===== config.mk =====
export PLATFORM = sky130hd
export DESIGN_NAME = mem_responder_flat
export DESIGN_NICKNAME = d
export VERILOG_FILES = /design/src/rtl/mem_responder_if.sv /design/src/rtl/mem_responder.sv /design/src/flat_wrapper.sv
export SDC_FILE = /design/constraint.sdc
export NUM_CORES = 2
export LEC_CHECK = 0
export ABC_AREA = 1
export BUFFER_PORTS_ARGS = -buffer_cell sky130_fd_sc_hd__buf_4
export CAP_MARGIN = 5
export CORE_UTILIZATION = 35
export DETAILED_ROUTE_END_ITERATION = 16
export PLACE_DENSITY = 0.53
export SYNTH_ARGS = -nofsm -noshare
export SYNTH_HDL_FRONTEND = slang
export SYNTH_SLANG_ARGS = --single-unit
export TNS_END_PERCENT = 50

===== constraint.sdc =====
create_clock -name clk -period 9.5 [get_ports clk]
set_clock_uncertainty 0.2 [all_clocks]
set_input_delay 0.95 -clock clk [delete_from_list [all_inputs] [get_ports clk]]
set_output_delay 0.95 -clock clk [all_outputs]
set_load 0.01 [all_outputs]

===== src/rtl/mem_responder_if.sv =====
// Core memory bus plus program loader stream for mem_responder.
// master: core/loader side drives requests; slave: responder answers.
interface mem_responder_if #(
  parameter int WIDTH    = 8,
  parameter int ADDRBITS = 8
);
  logic                memread;
  logic                memwrite;
  logic [ADDRBITS-1:0] adr;
  logic [WIDTH-1:0]    writedata;
  logic [WIDTH-1:0]    memdata;
  logic                ld_valid;
  logic [WIDTH-1:0]    ld_data;
  logic                ld_last;
  logic                ld_ready;
  logic                cpu_reset;
  logic [ADDRBITS:0]   ld_count;
  logic                ld_overflow;

  modport master (
    output memread, memwrite, adr, writedata,
    output ld_valid, ld_data, ld_last,
    input  memdata, ld_ready, cpu_reset,
    input  ld_count, ld_overflow
  );

  modport slave (
    input  memread, memwrite, adr, writedata,
    input  ld_valid, ld_data, ld_last,
    output memdata, ld_ready, cpu_reset,
    output ld_count, ld_overflow
  );
endinterface


===== src/rtl/mem_responder.sv =====
// Byte memory target: zero-fill, load image, then serve the core.
// Ports: clk, reset (sync, active-high), bus (mem_responder_if.slave).
module mem_responder #(
  parameter int WIDTH    = 8,
  parameter int ADDRBITS = 8
) (
  input  logic            clk,
  input  logic            reset,
  mem_responder_if.slave  bus
);
  localparam int DEPTH = 1 << ADDRBITS;
  localparam logic [ADDRBITS-1:0] P_ONE = 1;
  localparam logic [ADDRBITS:0]   C_ONE = 1;

  typedef enum logic [1:0] {
    S_CLEAR = 2'd0,
    S_LOAD  = 2'd1,
    S_RUN   = 2'd2
  } state_e;

  state_e              state_q, state_d;
  logic [ADDRBITS-1:0] clr_ptr_q, clr_ptr_d;
  logic [ADDRBITS-1:0] ld_ptr_q, ld_ptr_d;
  logic [ADDRBITS:0]   ld_count_q, ld_count_d;
  logic                ld_ovf_q, ld_ovf_d;
  logic                cpu_reset_q, cpu_reset_d;

  logic [WIDTH-1:0]    mem_q [DEPTH];
  logic                mem_we;
  logic [ADDRBITS-1:0] mem_waddr;
  logic [WIDTH-1:0]    mem_wdata;

  logic                ld_ready;
  logic [WIDTH-1:0]    memdata;
  logic                full;

  // Count saturates at DEPTH, so its top bit alone flags a full image.
  assign full = ld_count_q[ADDRBITS];

  always_comb begin
    state_d     = state_q;
    clr_ptr_d   = clr_ptr_q;
    ld_ptr_d    = ld_ptr_q;
    ld_count_d  = ld_count_q;
    ld_ovf_d    = ld_ovf_q;
    cpu_reset_d = cpu_reset_q;
    mem_we      = 1'b0;
    mem_waddr   = '0;
    mem_wdata   = '0;
    ld_ready    = 1'b0;
    memdata     = '0;
    unique case (state_q)
      S_CLEAR: begin
        mem_we    = 1'b1;
        mem_waddr = clr_ptr_q;
        clr_ptr_d = clr_ptr_q + P_ONE;
        if (&clr_ptr_q) begin
          state_d = S_LOAD;
        end
      end
      S_LOAD: begin
        ld_ready = 1'b1;
        if (bus.ld_valid) begin
          if (!full) begin
            mem_we     = 1'b1;
            mem_waddr  = ld_ptr_q;
            mem_wdata  = bus.ld_data;
            ld_ptr_d   = ld_ptr_q + P_ONE;
            ld_count_d = ld_count_q + C_ONE;
          end else begin
            ld_ovf_d = 1'b1;
          end
          if (bus.ld_last) begin
            state_d     = S_RUN;
            cpu_reset_d = 1'b0;
          end
        end
      end
      S_RUN: begin
        // Read is combinational from the current array, so a
        // same-cycle write shows the old byte.
        if (bus.memread) begin
          memdata = mem_q[bus.adr];
        end
        mem_we    = bus.memwrite;
        mem_waddr = bus.adr;
        mem_wdata = bus.writedata;
      end
      default: begin
        state_d = S_CLEAR;
      end
    endcase
  end

  always_ff @(posedge clk) begin
    if (reset) begin
      state_q     <= S_CLEAR;
      clr_ptr_q   <= '0;
      ld_ptr_q    <= '0;
      ld_count_q  <= '0;
      ld_ovf_q    <= 1'b0;
      cpu_reset_q <= 1'b1;
    end else begin
      state_q     <= state_d;
      clr_ptr_q   <= clr_ptr_d;
      ld_ptr_q    <= ld_ptr_d;
      ld_count_q  <= ld_count_d;
      ld_ovf_q    <= ld_ovf_d;
      cpu_reset_q <= cpu_reset_d;
    end
  end

  // Storage has no reset; the CLEAR sweep zeroes it instead.
  always_ff @(posedge clk) begin
    if (mem_we) begin
      mem_q[mem_waddr] <= mem_wdata;
    end
  end

  assign bus.ld_ready    = ld_ready;
  assign bus.memdata     = memdata;
  assign bus.cpu_reset   = cpu_reset_q;
  assign bus.ld_count    = ld_count_q;
  assign bus.ld_overflow = ld_ovf_q;
endmodule


===== src/flat_wrapper.sv =====
// flat-port wrapper written by rule: the top's interface ports become plain ports
module mem_responder_flat 
#(
  parameter int WIDTH    = 8,
  parameter int ADDRBITS = 8
)
  (clk, reset, bus_memread, bus_memwrite, bus_adr, bus_writedata, bus_ld_valid, bus_ld_data, bus_ld_last, bus_memdata, bus_ld_ready, bus_cpu_reset, bus_ld_count, bus_ld_overflow);
  mem_responder_if #(.WIDTH(WIDTH), .ADDRBITS(ADDRBITS)) bus_i ();
  input  logic clk;
  input  logic reset;
  input wire logic [$bits(bus_i.memread)-1:0] bus_memread;
  input wire logic [$bits(bus_i.memwrite)-1:0] bus_memwrite;
  input wire logic [$bits(bus_i.adr)-1:0] bus_adr;
  input wire logic [$bits(bus_i.writedata)-1:0] bus_writedata;
  input wire logic [$bits(bus_i.ld_valid)-1:0] bus_ld_valid;
  input wire logic [$bits(bus_i.ld_data)-1:0] bus_ld_data;
  input wire logic [$bits(bus_i.ld_last)-1:0] bus_ld_last;
  output wire logic [$bits(bus_i.memdata)-1:0] bus_memdata;
  output wire logic [$bits(bus_i.ld_ready)-1:0] bus_ld_ready;
  output wire logic [$bits(bus_i.cpu_reset)-1:0] bus_cpu_reset;
  output wire logic [$bits(bus_i.ld_count)-1:0] bus_ld_count;
  output wire logic [$bits(bus_i.ld_overflow)-1:0] bus_ld_overflow;
  assign bus_i.memread = bus_memread;
  assign bus_i.memwrite = bus_memwrite;
  assign bus_i.adr = bus_adr;
  assign bus_i.writedata = bus_writedata;
  assign bus_i.ld_valid = bus_ld_valid;
  assign bus_i.ld_data = bus_ld_data;
  assign bus_i.ld_last = bus_ld_last;
  assign bus_memdata = bus_i.memdata;
  assign bus_ld_ready = bus_i.ld_ready;
  assign bus_cpu_reset = bus_i.cpu_reset;
  assign bus_ld_count = bus_i.ld_count;
  assign bus_ld_overflow = bus_i.ld_overflow;
  mem_responder #(.WIDTH(WIDTH), .ADDRBITS(ADDRBITS)) u_core (.clk(clk), .reset(reset), .bus(bus_i));
endmodule

# Word-level counts from Yosys, hierarchy flattened
# Memory sizes are Yosys's and may differ from the RTL's.
# Index checks and enable logic that the tools add are counted.
[totals]
in_bits = 30
ff_bits = 29
wordCells = 44
ram_bits = 2048
n_memories = 1
[op_classes]
n_reduce_logical = 7
bitwise_logic = 2
n_addsub = 3
n_eq_ne = 5
n_mux = 19
[memory_table]
columns = ["name", "words", "width", "rd", "rd_ports_with_merged_regs", "write_ports", "line", "rtl"]
rows = [
  ["u_core.mem_q", 256, 8, 1, 0, 1, "mem_responder.sv:28", "logic [WIDTH-1:0] mem_q [DEPTH];"],
]
[ops]
columns = ["op", "count"]
rows = [
  ["$mux 8", 6],
  ["$pmux 8 s3", 1],
  ["$add 8x1->8 const B", 2],
  ["$pmux 8 s2", 1],
  ["$add 9x1->9 const B", 1],
  ["$mux 9", 1],
  ["$reduce_and 3->1", 3],
  ["$reduce_and 8->1", 1],
  ["$mux 2", 3],
  ["$pmux 2 s3", 1],
  ["$mux 1", 5],
  ["$ne 2x2->1 const B", 2],
  ["$reduce_and 4->1", 1],
  ["$pmux 1 s3", 1],
  ["$eq 2x1->1 const B", 1],
  ["$eq 2x2->1 const B", 1],
  ["$logic_not 2->1", 1],
  ["$ne 2x1->1 const B", 1],
  ["$not 1->1", 2],
  ["$reduce_and 2->1", 1],
]

# Depth between registers and ports, before layout
[logic_depth]
ltp_word = 5
mapped_depth = 15

# Worst setup path after synthesis
# Ideal clock, no wire load.
[synth_timing]
path_kind = "input to register"
start = "in bus_ld_valid"
end = "mem u_core.mem_q[0][0] (data pin)"
arrival_time_ns = 8.505
setup_time_ns = 1.576
path_slack_ns = -0.781
path_stages = 6
cell_sequence = "nand2_1 > nor2_4 > buf_4 > clkbuf_1 > nand2_1 > a21oi_1"
[synth_via]
elab_chain_cells = 2
[synth_lines]
columns = ["element", "line", "rtl"]
rows = [
  ["start, declared", "flat_wrapper.sv:15", "input wire logic [$bits(bus_i.ld_valid)-1:0] bus_ld_valid;"],
  ["$mux 8", "mem_responder.sv:63", "if (bus.ld_valid) begin"],
  ["$pmux 8 s2", "mem_responder.sv:52", "unique case (state_q)"],
  ["named net u_core.mem_wdata[0]", "mem_responder.sv:31", "logic [WIDTH-1:0] mem_wdata;"],
  ["end, declared", "mem_responder.sv:28", ""],
]
# The timed path passes the listed nets, and every way through them passes these cells.

# Worst setup path after layout
[layout_timing]
start = "in bus_adr[0]"
end = "out bus_memdata[5]"
[layout_via]
elab_chain_cells = 3
[layout_lines]
columns = ["element", "line", "rtl"]
rows = [
  ["start, declared", "flat_wrapper.sv:13", "input wire logic [$bits(bus_i.adr)-1:0] bus_adr;"],
  ["$mem_v2 256x8", "n/a", ""],
  ["$mux 8", "mem_responder.sv:82", "if (bus.memread) begin"],
  ["$mux 8", "mem_responder.sv:52", ""],
  ["end, declared", "flat_wrapper.sv:18", "output wire logic [$bits(bus_i.memdata)-1:0] bus_memdata;"],
]
# No other way between the ends.

==> run_results.csv <==
group,metric,value,unit
power_and_ir_drop,cellLeakagePower,0.03349,uW
global_routing,grtUsageMet3,0.02939,
synth,synth_nets,7273,
synth,yosys.area.top_type,"edfxtp_1",
setup_path,cp-start-kind,"primary input",
synth,yosys_register_bits,2077,
die,die_height,494.1,um
global_routing,busiest_layer,"met2",
setup_path,crit_buf_inv,4,
power_and_ir_drop,ir_drop,0.1970,mV
global_routing,grt_pass1_vias,52270,
timing,whs,0.1904,ns
die,fp-row-count,180,
cells_and_area,seq_area,62080,um^2
hold_path,hp-class,"primary input to register",
timing,drv_slew,0,
setup_path,crit_chain,"buf_8, buf_4, buf_4, nand2_1, nand3_1, nand3_1, nand3_1, nand3_1, nand3_1, nand3_1, nand3_1, nand2_1, nor2_1, buf_4",
die,core_area,240500,um^2
global_routing,grt_max_degree,204,
global_routing,grt_first_pass_wirelength,355700,um
cells_and_area,fin_cells,10450,
synth,avgSynthCellArea,11.71,um^2
cells_and_area,fillCellCount,22910,
setup_path,path_max_fanout,93,
setup_path,endpoint_kind,"output pin",
setup_path,arrival,5.09,ns
routing,wirelength,242700,um
routing,drc,0,
cells_and_area,multi_input_area,20280,um^2
timing,hold_viol,0,
synth,yosys_warnings,0,
synth,ys_seq_area_frac,0.7325,
timing,tns,0,ns
clock_tree,post_cts_buffers,0,
cells_and_area,areaGrowthSynthToFinish,11.51,%
clock_tree,clk_latency,0.84,ns
setup_path,slowest_stage,"buf_4",
die,start_util,0.3524,
timing,final-setup-viol-count,0,
die,fp.dieArea,244100,um^2
routing,dr.pass1.iters,6,
power_and_ir_drop,power_density,202.1,nW/um^2
global_routing,antenna_found_initial,4,
clock_tree,holdBufCountCts,0,
run_status,outcome,"finished clean",
routing,vias,55260,
global_routing,grt.total_usage,0.1955,
setup_path,r2r-start,"u_core.state_q[1]",
timing,fin_crit_sh,0.6565,
synth,synth_area,84750,um^2
setup_path,slowest_delay,0.86,ns
synth,synth_top_area_frac,0.7256,
timing,rsz0062_at_grt,"false",
clock_tree,numCtsBuffers,216,
synth,yosys-top-cells-area,"edfxtp_1 (73%), nand3_1 (11%), nand2_1 (9.5%), buf_2 (1.7%), nor2_1 (1.5%)",
cells_and_area,drive_gt1_frac,0.06747,
power_and_ir_drop,power,19090,uW
place,place_congestion,0.8261,
setup_path,crit_top_cell,"nand3_1",
setup_path,cpLargestDelayFamily,"buffers and inverters",
routing,vias_per_cell,5.287,
setup_path,crit_type,"primary input to output pin",
global_routing,grt_use_met2,0.3012,
clock_tree,path_clk_slew,0.06,ns
setup_path,crit_start,"bus_adr[0]",
synth,syn_inst,7235,
synth,ys_types,31,
cells_and_area,fin_nets,7129,
timing,slew_headroom,0.1276,
die,num_io_pins,50,
setup_path,required,8.35,ns
place,numPortBuffers,49,
flow_run,cap_violations,0,
place,post-place-cells,10060,
clock_tree,htreeDepth,4,
clock_tree,clock_path_buffers,3,
global_routing,grt_overflow,0,
die,die_w,494.1,um
clock_tree,cts_sinks,2077,
clock_tree,postCtsResizedCells,0,
timing,fin_crit,6.236,ns
timing,max_freq,0.1604,GHz
hold_path,min_from,"reset",
routing,drt_iter0_markers,5963,
global_routing,grt_use_met1,0.2800,
routing,ant_nets,0,
clock_tree,ctsRootBufferMaster,"clkbuf_16",
place,dp_hpwl,131000,um
clock_tree,cts_tree,"built",
timing,worstMarginPinSlew,1.309,ns
routing,post_drt_wl_per_cell,23.22,um
-- stage by stage --
| step | instance area, um^2 | util | setup slack [ns] |
|---|---|---|---|
| 5_1_grt | 94500 | 0.3929 | 3.111 |
| 4_1_cts | 94490 | 0.3928 | 3.427 |
| 2_1_floorplan | 84780 | - | 2.552 |
| 3_3_place_gp | 87850 | 0.3652 | 3.376 |
| 6_report | 94500 | 0.3929 | 3.264 |
| 3_5_place_dp | 87850 | 0.3652 | 3.427 |
-- cell usage in the layout (no fill, tap or decap), types with 14 or more instances in the layout --
cell,synthesis,layout
inv_1,53,50
clkbuf_1,145,47
o22ai_1,16,16
clkinv_2,0,37
buf_4,12,107
clkbuf_16,0,219
bufinv_16,0,14
clkinv_1,0,58
nor2_2,29,29
nand2_1,2135,2126
nor2_1,349,349
nand3_1,1933,1933
a21oi_1,45,36
dfxtp_1,29,29
buf_12,0,19
edfxtp_1,2048,2048
o21ai_0,49,49
-- routing by layer --
layer | vias up | wire (um)
li1 | 25380 | -
met1 | 27560 | 107900
met2 | 1954 | 111000
met3 | 376 | 15910
met4 | 0 | 7905
met5 | - | 0
-- kinds of logic (layout without fill, tap and decap cells) --
kind of cell | count (synthesis) | count (layout) | synth area share
AO/OA/AOI/OAI | 122 | 122 | 0.008253
AND/OR/NAND/NOR | 4470 | 4470 | 0.2282
buffers and inverters | 556 | 583 | 0.02964
adder cells (fa/ha/maj) | 8 | 8 | 0.001181
other | 0 | 5 | 0
flip-flops | 2077 | 2077 | 0.7325
XOR/XNOR | 2 | 2 | 0.0002067
-- power by group --
part	switching [uW]	total [uW]	leakage, uW	internal [uW]
registers	10.0	9980	0.0215	9970
clock network	3480	8080	0.00327	4590
logic	809	1040	0.00873	230
total	4300	19100	0.0335	14800
-- worst register-to-register path, delay by kind of cell, from the launching register on --
family | cells | cell delay (ns)
compound gates | 1 | 0.48
flops | 1 | 0.34
fa+ha+maj | 1 | 0.22
buf+inv | 4 | 0.94
simple gates | 7 | 2.30
-- cell type report --
| class | count | share of cell area |
|---|---|---|
| diodes | 5 | 0.0001324 |
| clock buffers | 269 | 0.06029 |
| clock inverters | 120 | 0.01001 |
| inverters | 65 | 0.002939 |
| multi-input cells | 4602 | 0.2146 |
| flip-flops and latches | 2077 | 0.6569 |
| well taps | 3185 | 0.04217 |
| repair buffers | 129 | 0.01300 |
-- worst paths after layout --
kind                                          endpoint  slack (ns)  cells after the start
worst max-delay path                    bus_memdata[5]        3.26                     14
worst min-delay path            u_core.bus.ld_count[8]        0.19                      2
worst max register to register    u_core.mem_q[137][6]        4.66                     13
worst min register to register    u_core.bus.cpu_reset        0.26                      2
-- flip-flops by register name (all words and copies together), names as in the netlist --
name and count:
u_core.mem_q 2048, u_core.bus.ld_count 9, u_core.clr_ptr_q 8, u_core.ld_ptr_q 8, u_core.state_q 2, u_core.bus.cpu_reset 1, u_core.bus.ld_overflow 1
-- cell usage after synthesis (all sizes together) --
cell type / instances
nand4: 3
edfxtp: 2048
xor2: 2
dfxtp: 29
buf: 346
clkbuf: 145
inv: 65
nor3: 11
nand3: 1936
o22ai: 16
o21ai: 51
nand2: 2138
o221ai: 7
nor2: 381
ha: 8
a31oi: 1
o211ai: 1
o21a: 1
nor3b: 1
a21oi: 45
(Power assumes the default switching activity.)
